===== src/rtl/pipe_skid_reg.sv =====
// Two-entry skid register: registered valid/ready, one-cycle latency, full throughput.
// Optional stall counter on stall_cnt when PIPE_STAT_EN is defined.
module pipe_skid_reg #(
    parameter int unsigned DW = 32,
    parameter int unsigned CW = 16
) (
    input  logic          CLK,
    input  logic          RST,
    input  logic          flush,
    input  logic          in_valid,
    output logic          in_ready,
    input  logic [DW-1:0] in_data,
    output logic          out_valid,
    input  logic          out_ready,
`ifdef PIPE_STAT_EN
    output logic [CW-1:0] stall_cnt,
`endif
    output logic [DW-1:0] out_data
);

    if (DW < 1 || DW > 256 || CW < 1) begin : g_param_check
        $error("pipe_skid_reg: DW must be 1..256 and CW at least 1");
    end

    typedef enum logic [1:0] {
        EMPTY = 2'd0,
        BUSY  = 2'd1,
        FULL  = 2'd2
    } state_t;

    state_t        state_q, state_d;
    logic [DW-1:0] main_q, main_d;
    logic [DW-1:0] skid_q, skid_d;
    logic          in_ready_q, out_valid_q;
    logic          in_fire, out_fire;

    assign in_fire  = in_valid & in_ready_q;
    assign out_fire = out_valid_q & out_ready;

    // Next-state and data steering; flush overrides every transition.
    always_comb begin
        state_d = state_q;
        main_d  = main_q;
        skid_d  = skid_q;
        if (flush) begin
            state_d = EMPTY;
        end else begin
            unique case (state_q)
                EMPTY: begin
                    if (in_fire) begin
                        main_d  = in_data;
                        state_d = BUSY;
                    end
                end
                BUSY: begin
                    if (in_fire && out_fire) begin
                        main_d = in_data;
                    end else if (in_fire) begin
                        skid_d  = in_data;
                        state_d = FULL;
                    end else if (out_fire) begin
                        state_d = EMPTY;
                    end
                end
                FULL: begin
                    if (out_fire) begin
                        main_d  = skid_q;
                        state_d = BUSY;
                    end
                end
                default: state_d = EMPTY;
            endcase
        end
    end

    // Handshake flags are flops loaded from the next state, so they never see out_ready/in_valid combinationally.
    always_ff @(posedge CLK) begin
        if (RST) begin
            state_q     <= EMPTY;
            main_q      <= '0;
            skid_q      <= '0;
            in_ready_q  <= 1'b1;
            out_valid_q <= 1'b0;
        end else begin
            state_q     <= state_d;
            main_q      <= main_d;
            skid_q      <= skid_d;
            in_ready_q  <= (state_d != FULL);
            out_valid_q <= (state_d != EMPTY);
        end
    end

    assign in_ready  = in_ready_q;
    assign out_valid = out_valid_q;
    assign out_data  = main_q;

`ifdef PIPE_STAT_EN
    logic [CW-1:0] stall_q, stall_d;

    // Saturating count of cycles the downstream refuses a valid payload; flush leaves it alone.
    always_comb begin
        stall_d = stall_q;
        if (out_valid_q && !out_ready && (stall_q != {CW{1'b1}})) begin
            stall_d = stall_q + CW'(1);
        end
    end

    always_ff @(posedge CLK) begin
        if (RST) begin
            stall_q <= '0;
        end else begin
            stall_q <= stall_d;
        end
    end

    assign stall_cnt = stall_q;
`endif

endmodule


===== config.mk =====
export PLATFORM = sky130hd
export DESIGN_NAME = pipe_skid_reg
export DESIGN_NICKNAME = d
export VERILOG_FILES = /design/src/rtl/pipe_skid_reg.sv
export SDC_FILE = /design/constraint.sdc
export NUM_CORES = 1
export LEC_CHECK = 0
export ABC_AREA = 0
export CORE_MARGIN = 2
export CORE_UTILIZATION = 52
export CTS_BUF_LIST = sky130_fd_sc_hd__clkbuf_4 sky130_fd_sc_hd__clkbuf_8
export CTS_CLUSTER_SIZE = 25
export DETAILED_ROUTE_END_ITERATION = 10
export HOLD_SLACK_MARGIN = 0.12
export PLACE_DENSITY_LB_ADDON = 0.15
export SKIP_CTS_REPAIR_TIMING = 1
export SLEW_MARGIN = 20
export SYNTH_ARGS = -nofsm -noshare
export SYNTH_HDL_FRONTEND = slang
export SYNTH_SLANG_ARGS = --single-unit

===== constraint.sdc =====
create_clock -name CLK -period 1.45 [get_ports CLK]
set_input_delay 0.2175 -clock CLK [delete_from_list [all_inputs] [get_ports CLK]]
set_output_delay 0.2175 -clock CLK [all_outputs]
set_load 0.03 [all_outputs]

==> flow_metrics.env, run 1 <==
export IMPL_maxCapViolCount=0
export IMPL_die_h_um=82.44
export IMPL_yosys_warnings=0
export IMPL_r2r_start="state_q[0]"
export IMPL_cts_tree="yes"
export IMPL_critPathCaptureType="flip-flop"
export IMPL_hold_start="RST"
export IMPL_post_route_period_util_pct=94.25
export IMPL_min_period_ns=1.367
export IMPL_cp_max_fo=18
export IMPL_clk_pin_slew_worst_paths_ns=0.07
export IMPL_yosys_mux_area_fraction_pct=10.01
export IMPL_seqCellArea_um2=1365
export IMPL_ir_drop_v=0.0007137
export IMPL_critPathTopFamily="flip-flops"
export IMPL_yosys_area_top_type="dfxtp_1"
export IMPL_power_mw=4.398
export IMPL_num_io_pins=71
export IMPL_antenna_found_initial=0
export IMPL_cp_cell_sequence="nand2b_2 > buf_12 > mux2i_1 > a211oi_2"
export IMPL_dieArea_um2=6796
export IMPL_synth_avg_cell_area_um2=9.936
export IMPL_routed_wl_mm=8.855
export IMPL_synth_simple_area_share_pct=7.000
export IMPL_clock_path_buffers=2
export IMPL_avgViaCountPerCell=6.314
export IMPL_synth_edf_count=0
export IMPL_synth_top_family_by_area="compound AO/OA/AOI/OAI gates"
export IMPL_cts_sinks=68
export IMPL_async_flop_share_pct=0
export IMPL_synth_compound_area_share_pct=33.16
export IMPL_clkLatencyLatePin_ns=0.34
export IMPL_hold_violations=0
export IMPL_grt_setup_unrepaired="no"
export IMPL_whs_ns=0.2174
export IMPL_n_antenna_cell=0
export IMPL_synthesis_area_um2=3199
export IMPL_max_stage_delay_ns=0.43
export IMPL_r2r_end="out_data[8]"
export IMPL_n_fill_cell=448
export IMPL_path_class="flip-flop to flip-flop"
export IMPL_fin_util_pct=73.27
export IMPL_finalSetupViolCount=0
export IMPL_overflow=0
export IMPL_portBuffers=70
export IMPL_syn_instance_count=322
export IMPL_hold_path_class="primary input to flip-flop"
export IMPL_slew_limit_headroom_pct=76.80
export IMPL_cp_data_arrival_time_ns=1.59
export IMPL_floorplan_rows=28
export IMPL_p_leak_nw=2.135
export IMPL_hold_end="out_valid"
export IMPL_synth_fa_ha_area_share_pct=0
export IMPL_dp_hpwl_mm=5.329
export IMPL_cts_htree_levels=3
export IMPL_drive_above_1_share_pct=19.38
export IMPL_grt_pass1_wl_mm=14.17
export IMPL_synth_distinct_cells=28
export IMPL_area_growth_pct=35.59
export IMPL_grt_pass1_vias=2862
export IMPL_syn_nets=359
export IMPL_hold_depth=3
export IMPL_finalClockSkew_ns=0.004286
export IMPL_synth_xor_area_share_pct=0
export IMPL_timing_critical_path_buf_inv=1
export IMPL_worstSetupStartpointType="flip-flop"
export IMPL_slew_viol_final=0
export IMPL_multi_input_area_um2=1612
export IMPL_synthTopCellsByArea="dfxtp_1 43%, a211oi_2 12%, mux2i_1 10%"
export IMPL_drc_errors=0
export IMPL_vias=2917
export IMPL_grt_max_degree=65
export IMPL_layout_setup_ws_ns=0.08333
export IMPL_die_w_um=82.44
export IMPL_clock_fmax_ghz=0.7317
export IMPL_post_place_ws_ns=-0.1792
export IMPL_core_um2=5921
export IMPL_cts_buffers_inserted=9
export IMPL_drtAntennaViolNets=0
export IMPL_slowest_stage="dfxtp_1"
export IMPL_dr_pass1_iters=5
export IMPL_wl_per_cell_um=19.17
export IMPL_ff2ff_setup_slack_ns=0.08
export IMPL_place_congestion=0.7660
export IMPL_yosysSeqAreaShare_pct=42.55
export IMPL_worstPathRequired_ns=1.67
export IMPL_tns_ns=0
export IMPL_reg2regPathDepth=4
export IMPL_root_buffer="clkbuf_8"
export IMPL_ys_seq_elements=68
export IMPL_num_nets_final=419
export IMPL_status="completed"
export IMPL_start_util_pct=54.04
export IMPL_synth_top_area_share_pct=42.55
export IMPL_tightest_slew_ns=0.3475
export IMPL_p_per_area_nw_per_um2=1014
export IMPL_synth_ff_type="dfxtp_1"
export IMPL_drtIter0Drc=260
export IMPL_grt_use_total_pct=27.84
registers in the layout, indices dropped and copies added, names as in the netlist:
register,cells
out_valid,1
skid_q,32
in_ready,1
state_q,2
out_data,32
kinds of logic after synthesis:
group / Yosys count
compound gates: 137
simple gates: 41
mux: 32
buf+inv: 44
flops: 68
stage by stage:
step,cell area [um^2],instances
floorplan,3202,322
global placement,4048,445
detailed placement,4048,445
CTS,4240,461
global route,4338,462
finish,4338,462
worst max-delay path by stage:
stage,start,endpoint,cells after the start
2_1_floorplan,in_ready,out_data[10],5
3_3_place_gp,in_valid,out_data[7],5
3_5_place_dp,in_valid,out_data[28],5
4_1_cts,out_valid,out_valid,1
5_1_grt,state_q[0],out_data[8],4
6_report,state_q[0],out_data[8],4
cells in the final DEF, fill, tap and decap left out, drive strengths merged:
| cell type | count |
|---|---|
| a211oi | 32 |
| or3 | 1 |
| clkinv | 1 |
| a21boi | 1 |
| and4 | 1 |
| mux2i | 32 |
| dfxtp | 68 |
| clkdlybuf4s50 | 35 |
| inv | 2 |
| and2 | 1 |
| or2 | 1 |
| a221o | 1 |
| nand3 | 33 |
| a21o | 2 |
| nand2 | 1 |
| clkbuf | 13 |
| dlymetal6s2s | 34 |
| clkinvlp | 2 |
| o21bai | 1 |
| buf | 22 |
| o2bb2ai | 1 |
| a21oi | 35 |
| a41oi | 32 |
| and4b | 1 |
| nand4b | 1 |
| o21ai | 32 |
| nand2b | 1 |
tightest hold or removal path: cells and delay by family:
family	cells	cell delay (ns)
and+or+nand+nor	1	0.15
buffers and inverters	1	0.11
AOI/OAI and AO/OA	1	0.05
synth_stat cells (all sizes together) (2+ instances only):
master   n
o21ai   32
clkbuf  24
a41oi   32
mux2i   32
a21oi   35
a21o     2
a211oi  32
inv      2
nand3   33
dfxtp   68
buf     18
power breakdown:
part / internal [mW] / switching [mW]
Combinational: 0.395 / 0.492
Sequential: 1.95 / 0.0546
Clock: 0.778 / 0.726
Total: 3.12 / 1.27
per-layer routing:
metal	part of all wire [%]	vias up	GRT usage, %	wire length [um]
li1	-	1370	-	-
met1	43	1432	35.44	3783
met2	50	105	45.97	4424
met3	6.3	10	6.848	562
met4	0.96	0	9.500	85
met5	0	-	0	0
final cells by class:
type                    instances  share of cell area, %
clock inverters                 3                 0.4615
inverters                       2                 0.1731
flip-flops and latches         68                  31.47
well taps                      75                  2.163
multi-input cells             210                  37.15
repair buffers                 91                  24.60
clock buffers                  13                  3.980
Note: power is estimated with default switching activity, not from simulation.
==> inputs of run 2 (changes only) <==
- MAX_ROUTING_LAYER: unset -> met4
==> run 2 against run 1 <==
Net effect: core utilization is the same; design area is the same; hold slack is essentially flat; sequential cell count is the same; register-to-register slack is essentially flat; clock skew is essentially flat; cell count is the same; first-iteration DRC count grew 4.2%; worst setup slack gained 0.0029 ns; critical path depth is the same; non-clock buffer count is the same.
==> flow_metrics.env, run 2 (synthesis results as in run 1) <==
export IMPL_min_period_ns=1.364
export IMPL_p_sw_mw=1.269
export IMPL_cts_htree_levels=3
export IMPL_cp_max_fo=18
export IMPL_drc_errors=0
export IMPL_grt_use_total_pct=28.63
export IMPL_slew_viol_final=0
export IMPL_n_fill_cell=448
export IMPL_floorplan_rows=28
export IMPL_hold_violations=0
export IMPL_clockPowerShare_pct=34.1
export IMPL_root_buffer="clkbuf_8"
export IMPL_tightest_slew_ns=0.3535
export IMPL_hold_path_class="primary input to flip-flop"
export IMPL_die_w_um=82.44
export IMPL_clkLatencyLatePin_ns=0.34
export IMPL_grt_max_degree=65
export IMPL_post_route_period_util_pct=94.06
export IMPL_routed_wl_mm=8.839
export IMPL_worstPathRequired_ns=1.67
export IMPL_place_congestion=0.7763
export IMPL_cts_sinks=68
export IMPL_drtIter0Drc=271
export IMPL_dieArea_um2=6796
export IMPL_post_dp_cell_area_um2=4048
export IMPL_drive_above_1_share_pct=19.38
export IMPL_worstSetupStartpointType="flip-flop"
export IMPL_layout_common_cells="65 x dfxtp_1, 35 x clkdlybuf4s50_1, 34 x a21oi_1, 34 x dlymetal6s2s_1, 33 x nand3_1"
export IMPL_grt_setup_unrepaired="no"
export IMPL_grt_pass1_wl_mm=14.16
export IMPL_p_sw_share_pct=28.89
export IMPL_grt_pass1_vias=2867
export IMPL_drtAntennaViolNets=0
export IMPL_n_antenna_cell=0
export IMPL_maxCapViolCount=0
export IMPL_core_um2=5921
export IMPL_die_h_um=82.44
export IMPL_critPathCaptureType="flip-flop"
export IMPL_p_leak_nw=2.135
export IMPL_status="completed"
export IMPL_finalSetupViolCount=0
export IMPL_antenna_found_initial=0
export IMPL_clock_path_buffers=2
export IMPL_p_comb_share_pct=20.2
export IMPL_path_class="flip-flop to flip-flop"
export IMPL_cts_buffers_inserted=9
export IMPL_vias=2933
export IMPL_p_per_area_nw_per_um2=1013
export IMPL_num_nets_final=419
export IMPL_power_mw=4.394
export IMPL_area_growth_pct=35.59
export IMPL_seq_power_share_pct=45.7
export IMPL_dr_pass1_iters=4
export IMPL_final_cell_area_um2=4338
export IMPL_p_int_mw=3.125
export IMPL_finalClockSkew_ns=0.004173
export IMPL_overflow=0
export IMPL_cp_data_arrival_time_ns=1.59
export IMPL_portBuffers=70
export IMPL_clk_pin_slew_worst_paths_ns=0.07
export IMPL_slew_limit_headroom_pct=76.43
export IMPL_final_common_cell="dfxtp_1"
export IMPL_num_io_pins=71
export IMPL_fin_util_pct=73.27
export IMPL_wl_per_cell_um=19.13
export IMPL_cts_tree="yes"
export IMPL_avgViaCountPerCell=6.348
export IMPL_clock_fmax_ghz=0.7332
export IMPL_start_util_pct=54.04
export IMPL_dp_hpwl_mm=5.329
export IMPL_ir_drop_v=0.0007109
run 2: area by class of cell:
class	instances	area (um^2)	area share, %
clock inverter	3	20.02	0.4615
tap	75	93.84	2.163
timing repair buffer	91	1067	24.60
sequential	68	1365	31.47
inverter	2	7.507	0.1731
multi-input combinational	210	1612	37.15
clock buffer	13	172.7	3.980
run 2: stage by stage:
stage	cells	hold slack, ns	setup TNS, ns	worst slack (ns)
final	462	0.2177	0	0.08618
after global placement	445	0.4616	-7.206	-0.1487
after detailed placement	445	0.4711	-8.704	-0.1792
after CTS	461	0.2077	-5.202	-0.2124
after floorplan	322	0.3652	0	0.07932
after global routing	462	0.2346	0	0.02341
run 2: final timing paths:
| kind | depth (start not counted) | end | from | slack (ns) |
|---|---|---|---|---|
| worst max register to register | 4 | out_data[8] | state_q[0] | 0.09 |
| worst max-delay path | 4 | out_data[8] | state_q[0] | 0.09 |
| worst min register to register | 2 | skid_q[23] | skid_q[23] | 0.48 |
| worst min-delay path | 3 | out_valid | RST | 0.22 |
run 2: critical path, stage by stage (launching register included):
cell and delay [ns]:
dfxtp_1 0.43, nand2b_2 0.22, buf_12 0.19, mux2i_1 0.29, a211oi_2 0.10
run 2: power groups by stage:
stage | sequential, mW | clock (mW) | combinational [mW]
final | 2.01 | 1.50 | 0.888
after global routing | 2.01 | 1.62 | 0.945
after CTS | 2.01 | 1.53 | 0.897
after detailed placement | 2.05 | 0 | 0.893
after global placement | 2.05 | 0 | 0.880
after floorplan | 2.17 | 0 | 0.382
run 2: layer usage:
metal	vias to the layer above	global-route usage, %	wire (um)
met5	-	-	0
met3	8	6.848	601
met1	1443	35.51	3616
li1	1367	-	-
met4	0	9.500	76
met2	115	45.89	4544
